File: src/rtl/mem_port_arbiter.sv
// mem_port_arbiter: shares one byte-wide synchronous-read RAM between the
// 10-byte instruction fetch port and the 8-byte data port. Each access is
// serialised into little-endian byte cycles and out-of-range accesses are
// rejected without touching the RAM.
//
// state | meaning
// IDLE  | no RAM activity; arbitrate, latch fields, range-check
// ERR   | one-cycle error ack to the owner, rdata = 0
// XFER  | one RAM byte per cycle, k = 0..LEN-1
// DRAIN | RAM idle while the last read byte returns
// ACK   | one-cycle completion ack to the owner with assembled data
module mem_port_arbiter #(
  parameter int ADDR_LIMIT = 1024,
  parameter int RAM_AW     = 10
) (
  input  logic              clk_i,
  input  logic              rst_n_i,
  input  logic              d_req_i,
  input  logic              d_we_i,
  input  logic [63:0]       d_addr_i,
  input  logic [63:0]       d_wdata_i,
  output logic              d_ack_o,
  output logic [63:0]       d_rdata_o,
  output logic              d_err_o,
  input  logic              f_req_i,
  input  logic [63:0]       f_addr_i,
  output logic              f_ack_o,
  output logic [79:0]       f_rdata_o,
  output logic              f_err_o,
  output logic              ram_en_o,
  output logic              ram_we_o,
  output logic [RAM_AW-1:0] ram_addr_o,
  output logic [7:0]        ram_wdata_o,
  input  logic [7:0]        ram_rdata_i,
  output logic              busy_o,
  output logic              grant_o
);

  typedef enum logic [2:0] {S_IDLE, S_ERR, S_XFER, S_DRAIN, S_ACK} state_t;

  // Highest legal start address per port; compared unsigned on the full
  // 64 bits so huge addresses cannot wrap into range.
  localparam logic [63:0] D_MAX = 64'(ADDR_LIMIT - 8);
  localparam logic [63:0] F_MAX = 64'(ADDR_LIMIT - 10);

  state_t            r_state;
  state_t            w_state_nxt;
  logic              r_grant;   // owner of current/last transaction, also the round-robin pointer
  logic              r_we;
  logic [RAM_AW-1:0] r_addr;
  logic [63:0]       r_wdata;
  logic [3:0]        r_k;
  logic [79:0]       r_asm;
  logic [63:0]       r_d_rdata;
  logic [79:0]       r_f_rdata;

  logic              w_any;
  logic              w_pick_d;
  logic              w_err;
  logic [3:0]        w_last_k;
  logic [3:0]        w_cap_k;
  logic              w_cap_en;
  logic [79:0]       w_asm_fin;

  // Arbitration and range check for the requester that would be granted now.
  always_comb begin
    w_any    = d_req_i | f_req_i;
    w_pick_d = d_req_i & (~f_req_i | ~r_grant);
    w_err    = w_pick_d ? (d_addr_i > D_MAX) : (f_addr_i > F_MAX);
    w_last_k = r_grant ? 4'd7 : 4'd9;
    w_cap_k  = r_k - 4'd1;
    w_cap_en = ((r_state == S_XFER) && (r_k != 4'd0)) || (r_state == S_DRAIN);
    w_asm_fin = r_asm;
    w_asm_fin[{w_cap_k, 3'b000} +: 8] = ram_rdata_i;
  end

  // State register.
  always_ff @(posedge clk_i) begin
    if (!rst_n_i) r_state <= S_IDLE;
    else          r_state <= w_state_nxt;
  end

  // Next-state and decoded outputs.
  always_comb begin
    w_state_nxt = r_state;
    d_ack_o     = 1'b0;
    d_err_o     = 1'b0;
    f_ack_o     = 1'b0;
    f_err_o     = 1'b0;
    ram_en_o    = 1'b0;
    ram_we_o    = 1'b0;
    ram_addr_o  = '0;
    ram_wdata_o = 8'h00;
    case (r_state)
      S_IDLE: if (w_any) w_state_nxt = w_err ? S_ERR : S_XFER;
      S_ERR: begin
        d_ack_o     = r_grant;
        d_err_o     = r_grant;
        f_ack_o     = ~r_grant;
        f_err_o     = ~r_grant;
        w_state_nxt = S_IDLE;
      end
      S_XFER: begin
        ram_en_o    = 1'b1;
        ram_we_o    = r_we;
        ram_addr_o  = r_addr + RAM_AW'(r_k);
        ram_wdata_o = r_we ? r_wdata[{r_k[2:0], 3'b000} +: 8] : 8'h00;
        if (r_k == w_last_k) w_state_nxt = S_DRAIN;
      end
      S_DRAIN: w_state_nxt = S_ACK;
      S_ACK: begin
        d_ack_o     = r_grant;
        f_ack_o     = ~r_grant;
        w_state_nxt = S_IDLE;
      end
      default: w_state_nxt = S_IDLE;
    endcase
  end

  // Grant latch, byte counter, read assembly and registered read data.
  always_ff @(posedge clk_i) begin
    if (!rst_n_i) begin
      r_grant   <= 1'b0;
      r_we      <= 1'b0;
      r_addr    <= '0;
      r_wdata   <= '0;
      r_k       <= '0;
      r_asm     <= '0;
      r_d_rdata <= '0;
      r_f_rdata <= '0;
    end else begin
      if (w_cap_en) r_asm <= w_asm_fin;
      case (r_state)
        S_IDLE: if (w_any) begin
          r_grant <= w_pick_d;
          r_we    <= w_pick_d & d_we_i;
          r_addr  <= w_pick_d ? d_addr_i[RAM_AW-1:0] : f_addr_i[RAM_AW-1:0];
          r_wdata <= d_wdata_i;
          r_k     <= '0;
          r_asm   <= '0;
          if (w_err) begin
            if (w_pick_d) r_d_rdata <= '0;
            else          r_f_rdata <= '0;
          end
        end
        S_XFER: r_k <= r_k + 4'd1;
        S_DRAIN: begin
          if (r_grant) r_d_rdata <= r_we ? 64'h0 : w_asm_fin[63:0];
          else         r_f_rdata <= w_asm_fin;
        end
        default: ;
      endcase
    end
  end

  assign d_rdata_o = r_d_rdata;
  assign f_rdata_o = r_f_rdata;
  assign busy_o    = (r_state != S_IDLE);
  assign grant_o   = r_grant;

endmodule

File: config.mk
export PLATFORM = sky130hd
export DESIGN_NAME = mem_port_arbiter
export DESIGN_NICKNAME = d
export VERILOG_FILES = /design/src/rtl/mem_port_arbiter.sv
export SDC_FILE = /design/constraint.sdc
export NUM_CORES = 1
export LEC_CHECK = 0
export CAP_MARGIN = 5
export CORE_MARGIN = 2
export CORE_UTILIZATION = 50
export DETAILED_ROUTE_END_ITERATION = 16
export GPL_ROUTABILITY_DRIVEN = 1
export PLACE_DENSITY = 0.87
export SETUP_SLACK_MARGIN = 0.3
export SYNTH_ARGS = -nofsm -noshare
export SYNTH_HDL_FRONTEND = slang
export SYNTH_SLANG_ARGS = --single-unit
export TNS_END_PERCENT = 100
File: constraint.sdc
create_clock -name clk_i -period 10.15 [get_ports clk_i]
set_input_delay 1.015 -clock clk_i [delete_from_list [all_inputs] [get_ports clk_i]]
set_output_delay 1.015 -clock clk_i [all_outputs]
set_load 0.01 [all_outputs]
# [After elaboration in Yosys (flattened, before gate mapping)]
# Index checks and enable logic that the tools add are counted.
[totals] reg_bits=307 word_cells=82
[classes] n_addsub=4 n_lt_le_gt_ge=2 n_eq_ne=12 shift=3 mux=33 bitwise=6 n_reduce_logical=13
[ops] cell="two-way mux 80 bit" n=7
[ops] cell="two-way mux 64 bit" n=5
[ops] cell="case mux 80 bit (2 select lines)" n=1
[ops] cell="> comparator 64 x 10 -> 1 bit, second input constant" n=2
[ops] cell="case mux 64 bit (2 select lines)" n=1
[ops] cell="bitwise mux 80 bit" n=1
[ops] cell="variable shift 8 x 9 -> 80 bit, first input constant" n=1
[ops] cell="variable part select 8 x 9 -> 80 bit" n=1
[ops] cell="variable part select 64 x 7 -> 8 bit" n=1
[ops] cell="two-way mux 10 bit" n=2
[ops] cell="two-way mux 8 bit" n=2
[ops] cell="inequality test 2 bit, second input constant" n=6
[ops] cell="adder 10 x 4 -> 10 bit" n=1
[ops] cell="AND reduction 5 bit" n=2
[ops] cell="negator 7 -> 9 bit" n=1
[ops] cell="case mux 3 bit (3 select lines)" n=1
[ops] cell="two-way mux 4 bit" n=2
[ops] cell="case mux 4 bit (2 select lines)" n=1
[ops] cell="two-way mux 1 bit" n=7
[ops] cell="equality test 3 x 2 -> 1 bit, second input constant" n=2
[ops] cell="two-way mux 3 bit" n=2
[ops] cell="AND reduction 2 bit" n=3
[ops] cell="adder 4 x 1 -> 4 bit, second input constant" n=1
[ops] cell="equality test 4 bit" n=1
[ops] cell="other kinds (15)" n=19

# [Longest topological paths before layout]
# Gate-level depths: netlist of the first run.
[depth] ltp_word=7 mapped_depth=13 mapped_depth_nobuf=8

# [Worst setup path after synthesis of the first run]
# No wires, ideal clock.
[synth_timing] path_kind="register to register" startpoint="register r_k[1]" endpoint="register r_asm[32]" setup_time_ns=0.128 arrival_ns=3.158 t_required_ns=10.022 setup_slack_ns=6.864 path_stages_with_launch=13 n_path_buf=4 synth_period_minus_slack_ns=3.286 cell_sequence="dfxtp_1 -> buf_1 -> clkbuf_1 -> inv_1 -> ha_1 -> buf_4 -> xor2_1 -> mux2_2 -> nor2_2 -> and2_1 -> buf_2 -> mux2i_1 -> nor2_1"
[synth_between] elab_chain_len=7 elab_cells_between_ends=11
[synth_rtl] element="from (decl)" line="52" source="logic [3:0] r_k;"
[synth_rtl] element="from (signal assigned)" line="146" source="S_XFER: r_k <= r_k + 4'd1;"
[synth_rtl] element="subtractor 4 x 1 -> 4 bit" line="71" source="w_cap_k = r_k - 4'd1;"
[synth_rtl] element="negator 7 -> 9 bit" line="74" source="w_asm_fin[{w_cap_k, 3'b000} +: 8] = ram_rdata_i;"
[synth_rtl] element="variable part select 8 x 9 -> 80 bit / variable shift 8 x 9 -> 80 bit (equally long branches)" line="74"
[synth_rtl] element="bitwise mux 80 bit" line="74"
[synth_rtl] element="two-way mux 80 bit (*)" line="132" source="if (w_cap_en) r_asm <= w_asm_fin;"
[synth_rtl] element="two-way mux 80 bit" line="134" source="S_IDLE: if (w_any) begin"
[synth_rtl] element="two-way mux 80 bit (*)" line="133" source="case (r_state)"
[synth_rtl] element="to (signal assigned)" line="132"
[synth_rtl] element="to (decl)" line="53" source="logic [79:0] r_asm;"
# Mark *: on every way between the ends. The rest lies on a longest branch, timed or not.
# A chain may end at the register's enable or synchronous reset.

# [Worst setup path after layout of the first run]
[layout_timing] startpoint="register r_k[2]" endpoint="output ram_addr_o[9]"
[layout_between] elab_chain_len=2
[layout_rtl] element="adder 10 x 4 -> 10 bit" line="106" source="ram_addr_o = r_addr + RAM_AW'(r_k);"
[layout_rtl] element="two-way mux 10 bit" line="94" source="case (r_state)"
[layout_rtl] element="to (decl)" line="32" source="output logic [RAM_AW-1:0] ram_addr_o,"
# Every way passes these cells.

==> impl_metrics.ini, run 1 <==
[clock_tree]
cts_max_level = 1
cts_setup_buffers = 0
cell_at_the_root_of_the_clock_tree = sky130_fd_sc_hd__clkbuf_16
worst_setup_hold_path_clk_slew_ns = 0.06
tritoncts.num_buffers = 29
postcts_resize_cnt = 0
clock_path_buffers = 3
post_cts_hold_buffer_count = 0
tritoncts = done
clock_latency_ns = 0.54
cts_sinks = 307

[floorplan]
fp-row-count = 59
die-height_microns = 166
fp.coreArea_sq_um = 25800
die_width_microns = 166
floorplan.die_area_sq_um = 27400
boundaryPins = 375
initial_utilization_pct = 50.5

[synthesis]
synth_area_sq_um = 13100
post_synth.cell_area_avg_sq_um = 9.70
synth.area.top_cells = sky130_fd_sc_hd__dfxtp_1 (47%), sky130_fd_sc_hd__mux2i_1 (9.3%), sky130_fd_sc_hd__o2bb2ai_1 (9.1%)
synth_nets = 1562
yosysTopAreaCellShare_pct = 47.1
yosys_register_bits = 307
synth.largest_area_cell = sky130_fd_sc_hd__dfxtp_1
synth_sequential_area_ratio_pct = 47.1
yosys_most_used_dff = sky130_fd_sc_hd__dfxtp_1
synth-edff-count = 0
synthDistinctLibCells = 55
netlist_instances = 1346
synth-async-reset-ratio_pct = 0
synthesis.yosys.warnings = 0

[sta]
tightest_slew_ns = 1.24
slew-limit-headroom_pct = 17.1
setup_tns_ns = 0
unrepaired_setup_endpoints_after_global_routing = false
number_of_max_slew_violations_in_the_final_report = 0
maxClockFrequency_mhz = 227
postLayoutSetupSlackWorst_ns = 5.75
finalCritPeriodShare_pct = 43.4
worst_clk_skew_ns = 0.00917
timing.final.crit_period_ns = 4.40
hold_viol_final = 0
timing.final.setup_violations = 0

[grt]
first_global_vias = 11100
grt_start_max_net_pins = 87
grt_pass1_wl_microns = 60200
grt_usage_pct = 27.8
antenna_found_initial = 1
grt_overflow = 0

[route]
detail_route.wirelength_microns = 39000
first_pass_iters = 5
routed_wire_length_per_instance_microns = 19.5
avgViaCountPerCell = 5.68
vias = 11400
route.detailed.drc = 0
detail_route.iter0.violations = 959
detail-route-antenna-nets = 0

[hold_path]
worstHoldStart = r_asm[74]
hold-path-cell-count = 2
whs_endpoint = r_asm[74]
holdCritPathClass = reg2reg

[layout]
final_layout_size_suffix_gt1_share_pct = 6.05
design_area_sq_um = 17700
seq_area_sq_um = 6150
multi_input_comb_area_sq_um = 6390
utilization_of_the_core_after_routing_pct = 68.6
flow.area_growth_from_synthesis_pct = 35.8
fillCellCount = 1948
nets = 1865

[power]
powerDensity_nw_per_um2 = 142
sequentialPowerShare_pct = 49.4
switching_share_pct = 22.2
net-switching-power_uw = 558
clock_share_of_power_pct = 42.3
pwr-share-comb_pct = 8.3
peakVddDrop_mv = 0.106
report.power.total_mw = 2.51
leakage_nw = 6.61
p_int_mw = 1.95

[placement]
pre_cts_ws_ns = 5.91
gp_congestion = 0.919
post-dp-hpwl_microns = 27400
placed_cell_area_sq_um = 16800
number_of_input_and_output_port_buffers_inserted = 374

[outcome]
status = finished, final reports clean

[critical_path]
rr_worst_depth = 8
worstReg2RegEnd = r_asm[24]
worstSetupPathType = reg2out
critical_path_peak_fanout = 19
critPathSlowestCell = sky130_fd_sc_hd__dfxtp_1
cp-startpoint = r_k[2]
worst-path-buf-inv = 1
worstPathCellList = ha_1 -> a21oi_1 -> nor2b_1 -> o2111ai_1 -> xor2_1 -> nor2_1 -> clkdlybuf4s50_1
crit_cells = 7
timing.critical_path.from_type = flip-flop
data_required_critical_path_ns = 9.14
slowest_delay_ns = 0.97
crit_arrival_ns = 3.39
setup.reg_to_reg.worst_slack_ns = 6.12
reg2reg_from = r_k[0]
timing.critical_path.to_type = output port
cpLargestDelayFamily = flip-flops

[run]
maxCapViolCount = 0
-- cells in the mapped netlist, types with 16 or more instances --
| cell type | count |
|---|---|
| sky130_fd_sc_hd__nand2_1 | 240 |
| sky130_fd_sc_hd__and2_1 | 26 |
| sky130_fd_sc_hd__dfxtp_1 | 307 |
| sky130_fd_sc_hd__nand3_1 | 32 |
| sky130_fd_sc_hd__clkbuf_1 | 71 |
| sky130_fd_sc_hd__a21boi_0 | 66 |
| sky130_fd_sc_hd__nor2_1 | 77 |
| sky130_fd_sc_hd__mux2i_1 | 121 |
| sky130_fd_sc_hd__nor4_1 | 25 |
| sky130_fd_sc_hd__a21oi_1 | 51 |
| sky130_fd_sc_hd__o2bb2ai_1 | 136 |
| sky130_fd_sc_hd__buf_2 | 23 |
| sky130_fd_sc_hd__mux4_2 | 16 |
-- metal layers --
metal	GRT usage [%]	vias to the layer above	wire length [microns]
li1	-	5396	-
met1	37.5	5513	17100
met2	45.4	426	18300
met3	5.82	64	2680
met4	6.97	0	897
met5	0	-	0
-- flip-flops by register name, indices dropped and copies added, names as in the netlist --
name       flops
r_state        3
f_rdata_o     80
r_k            4
d_rdata_o     64
r_we           1
r_addr        10
r_asm         80
grant_o        1
r_wdata       64
-- worst max path at each step --
stage                          to  slack (ns)
detailed placement  d_rdata_o[36]        5.91
global route        ram_addr_o[6]        5.50
floorplan               r_asm[32]        6.86
CTS                 ram_addr_o[6]        5.70
global placement     d_rdata_o[8]        5.99
finish              ram_addr_o[9]        5.75
-- per-stage QoR --
step	hold WS (ns)	std cells
after floorplan	0.436	1346
after global placement	0.441	1953
after detailed placement	0.445	1953
after CTS	0.454	2004
after global routing	0.475	2005
final	0.453	2006
-- power groups by stage --
stage          clock network, mW  logic [mW]  registers (mW)
6_report                    1.06       0.208            1.24
5_1_grt                     1.12       0.224            1.24
4_1_cts                     1.07       0.207            1.24
3_5_place_dp                   0       0.205            1.27
3_3_place_gp                   0       0.203            1.27
2_1_floorplan                  0      0.0971            1.26
-- logic make-up after synthesis --
group / share of synthesized area [%]
AOI/OAI and AO/OA: 18.5
xor gates and xnor gates: 0.978
adders and majority gates: 1.11
buffers and inverters: 4.27
DFF: 47.1
muxes: 12.1
and+or+nand+nor: 16.0
-- worst reg2reg max path, delay by kind of cell, from the launching register on --
family | cells | cell delay [ns]
xor+xnor | 1 | 0.34
buf+inv | 1 | 0.30
fa+ha+maj | 1 | 0.41
compound gates | 3 | 1.36
flops | 1 | 0.94
simple gates | 2 | 0.53
-- layout by cell type (no fill, tap or decap), drive strengths merged, types with 6 or more instances in the layout --
master | synthesis | routed
a21boi | 67 | 67
a21oi | 51 | 51
and2 | 28 | 28
buf | 42 | 12
clkbuf | 71 | 45
clkdlybuf4s50 | 0 | 373
dfxtp | 307 | 307
ha | 10 | 10
inv | 6 | 6
mux2i | 121 | 121
mux4 | 16 | 16
nand2 | 240 | 240
nand2b | 7 | 7
nand3 | 35 | 35
nand4 | 12 | 12
nor2 | 78 | 78
nor2b | 9 | 9
nor3 | 8 | 8
nor4 | 25 | 25
o211a | 11 | 11
o21ai | 8 | 8
o2bb2ai | 146 | 146
xor2 | 8 | 8
-- area by class of cell --
type                    instances  share of cell area (%)
flip-flops and latches        307                    34.7
multi-input cells             920                    36.0
diodes                          2                  0.0282
inverters                       6                   0.127
clock buffers                  45                    4.77
repair buffers                385                    21.5
clock inverters                 6                   0.466
well taps                     335                    2.36
(Power assumes the default switching activity.)
==> inputs of run 2 (changes only) <==
--- a/config.mk
+++ b/config.mk
@@ -7,10 +7,10 @@
 export LEC_CHECK = 0
 export CAP_MARGIN = 5
 export CORE_MARGIN = 2
-export CORE_UTILIZATION = 50
+export CORE_UTILIZATION = 43
 export DETAILED_ROUTE_END_ITERATION = 16
 export GPL_ROUTABILITY_DRIVEN = 1
-export PLACE_DENSITY = 0.87
+export PLACE_DENSITY = 0.8
 export SETUP_SLACK_MARGIN = 0.3
 export SYNTH_ARGS = -nofsm -noshare
 export SYNTH_HDL_FRONTEND = slang
==> constraint.sdc (replaced) <==
create_clock -name clk_i -period 3.66 [get_ports clk_i]
set_input_delay 0.366 -clock clk_i [delete_from_list [all_inputs] [get_ports clk_i]]
set_output_delay 0.366 -clock clk_i [all_outputs]
set_load 0.01 [all_outputs]
==> run 2 against run 1 <==
- sequential power increased to 2.8 times the previous value
- largest cell class unchanged
- flip-flop and latch count unchanged
- die area is 16% higher
- clock skew fell by 0.0036 ns
- final cell count grew 3.5%
- cell area rose by 2.2%
- worst setup slack got worse by 5.2 ns
==> impl_metrics.ini, run 2 (synthesis gave the netlist of run 1 again) <==
[outcome]
status = finished, final reports clean

[placement]
post-dp-hpwl_microns = 28200
placed_cell_area_sq_um = 17000
number_of_input_and_output_port_buffers_inserted = 374
gp_congestion = 0.955
placedCellCount = 2021
pre_cts_ws_ns = 0.558

[floorplan]
fp.coreArea_sq_um = 29800
initial_utilization_pct = 43.8
boundaryPins = 375
die-height_microns = 178
die_width_microns = 178
fp-row-count = 63
floorplan.die_area_sq_um = 31800

[critical_path]
setup.reg_to_reg.worst_slack_ns = 0.68
crit_arrival_ns = 2.79
timing.critical_path.to_type = output port
timing.critical_path.from_type = flip-flop
rr_worst_depth = 8
critical_path_peak_fanout = 3
data_required_critical_path_ns = 3.29
worstSetupPathType = reg2out

[clock_tree]
tritoncts = done
post_cts_hold_buffer_count = 0
clock_latency_ns = 0.56
worst_setup_hold_path_clk_slew_ns = 0.06
clock_path_buffers = 3
cell_at_the_root_of_the_clock_tree = sky130_fd_sc_hd__clkbuf_16
tritoncts.num_buffers = 31
cts_max_level = 1
cts_sinks = 307

[run]
maxCapViolCount = 0

[power]
report.power.total_mw = 7.39
p_int_mw = 5.77
powerDensity_nw_per_um2 = 408
peakVddDrop_mv = 0.352
clock_share_of_power_pct = 45.3
net-switching-power_mw = 1.62
leakage_nw = 6.78
pwr-share-comb_pct = 8.1
switching_share_pct = 22.0
sequentialPowerShare_pct = 46.6

[layout]
top_library_cells_by_usage_in_the_layout_fill_and_taps_aside = sky130_fd_sc_hd__clkdlybuf4s50_1 (373), sky130_fd_sc_hd__dfxtp_1 (305), sky130_fd_sc_hd__nand2_1 (238)
final_layout_size_suffix_gt1_share_pct = 7.35
finish.cell_count_without_fillers = 2077
fillCellCount = 2439
mostFrequentLayoutCell = sky130_fd_sc_hd__clkdlybuf4s50_1
nets = 1880
flow.area_growth_from_synthesis_pct = 38.8
utilization_of_the_core_after_routing_pct = 60.8
design_area_sq_um = 18100

[route]
detail_route.wirelength_microns = 39300
first_pass_iters = 4
vias = 11400
routed_wire_length_per_instance_microns = 18.9
avgViaCountPerCell = 5.51
detail_route.iter0.violations = 763
route.detailed.drc = 0
detail-route-antenna-nets = 0

[grt]
grt_overflow = 0
first_global_vias = 11100
grt_pass1_wl_microns = 61500
grt_start_max_net_pins = 86
antenna_found_initial = 0
grt_usage_pct = 24.3

[sta]
timing.final.crit_period_ns = 3.16
setup_tns_ns = 0
maxClockFrequency_mhz = 317
final.hold.worst_slack_ns = 0.207
finalCritPeriodShare_pct = 86.3
hold_viol_final = 0
unrepaired_setup_endpoints_after_global_routing = false
slew-limit-headroom_pct = 32.2
timing.final.setup_violations = 0
number_of_max_slew_violations_in_the_final_report = 0
worst_clk_skew_ns = 0.00553
tightest_slew_ns = 1.02
postLayoutSetupSlackWorst_ns = 0.502

[hold_path]
hold-path-cell-count = 2
holdCritPathClass = in2reg
## run 2: changes by cell type in the layout (fill, tap and decap cells not counted), moves of 2 or more
cell	delta
sky130_fd_sc_hd__buf_12	+4
sky130_fd_sc_hd__buf_4	+9
sky130_fd_sc_hd__bufinv_16	+3
sky130_fd_sc_hd__clkbuf_1	-5
sky130_fd_sc_hd__clkbuf_16	+2
sky130_fd_sc_hd__clkinv_2	+3
## run 2: critical path, stage by stage, from the launching register on
cell and delay, ns:
sky130_fd_sc_hd__dfxtp_1 0.32, sky130_fd_sc_hd__ha_1 0.22, sky130_fd_sc_hd__fa_1 0.42, sky130_fd_sc_hd__a21o_1 0.19, sky130_fd_sc_hd__a21oi_1 0.17, sky130_fd_sc_hd__nor2b_1 0.10
sky130_fd_sc_hd__nand2_1 0.08, sky130_fd_sc_hd__xor2_1 0.07, sky130_fd_sc_hd__nor2_1 0.10, sky130_fd_sc_hd__clkdlybuf4s50_1 0.56
## run 2: power groups by stage
stage	Clock (mW)	Combinational (mW)	Sequential (mW)
global placement	0	0.587	3.52
finish	3.35	0.598	3.45
detailed placement	0	0.594	3.52
global route	3.54	0.645	3.45
CTS	3.40	0.598	3.45
floorplan	0	0.269	3.50
## run 2: worst paths after layout
| kind | startpoint | to |
|---|---|---|
| hold / removal | rst_n_i | r_addr[0] |
| hold reg to reg | r_asm[7] | r_asm[7] |
| setup reg to reg | r_k[0] | f_rdata_o[64] |
| setup / recovery | r_addr[0] | ram_addr_o[8] |
## run 2: area by class of cell
cell class	instances	area [sq um]	area share (%)
Inverter	6	22.5	0.124
Clock inverter	12	200	1.11
Timing Repair Buffer	398	3970	21.9
Multi-Input combinational cell	920	6390	35.3
Sequential cell	307	6150	33.9
Antenna cell	1	2.50	0.0138
Tap cell	390	488	2.69
Clock buffer	43	891	4.92
## run 2: timing repair
action | in CTS | in global routing
setup buffers | 0 | 0
endpoints found under the setup margin | 0 | 2
gates resized for setup | 0 | 1
## run 2: layer usage
layer / vias up / track usage [%] / wire length [microns]
li1: 5439 / - / -
met1: 5540 / 33.8 / 17900
met2: 390 / 39.6 / 18100
met3: 68 / 4.26 / 2430
met4: 0 / 5.42 / 837
met5: - / 0 / 0
==> inputs of run 3 (changes only) <==
--- a/config.mk
+++ b/config.mk
@@ -12,6 +12,7 @@
 export GPL_ROUTABILITY_DRIVEN = 1
 export PLACE_DENSITY = 0.8
 export SETUP_SLACK_MARGIN = 0.3
+export SLEW_MARGIN = 5
 export SYNTH_ARGS = -nofsm -noshare
 export SYNTH_HDL_FRONTEND = slang
 export SYNTH_SLANG_ARGS = --single-unit
==> results of run 3 <==
No change in the layout: final DEF, timing and power equal those of run 2.
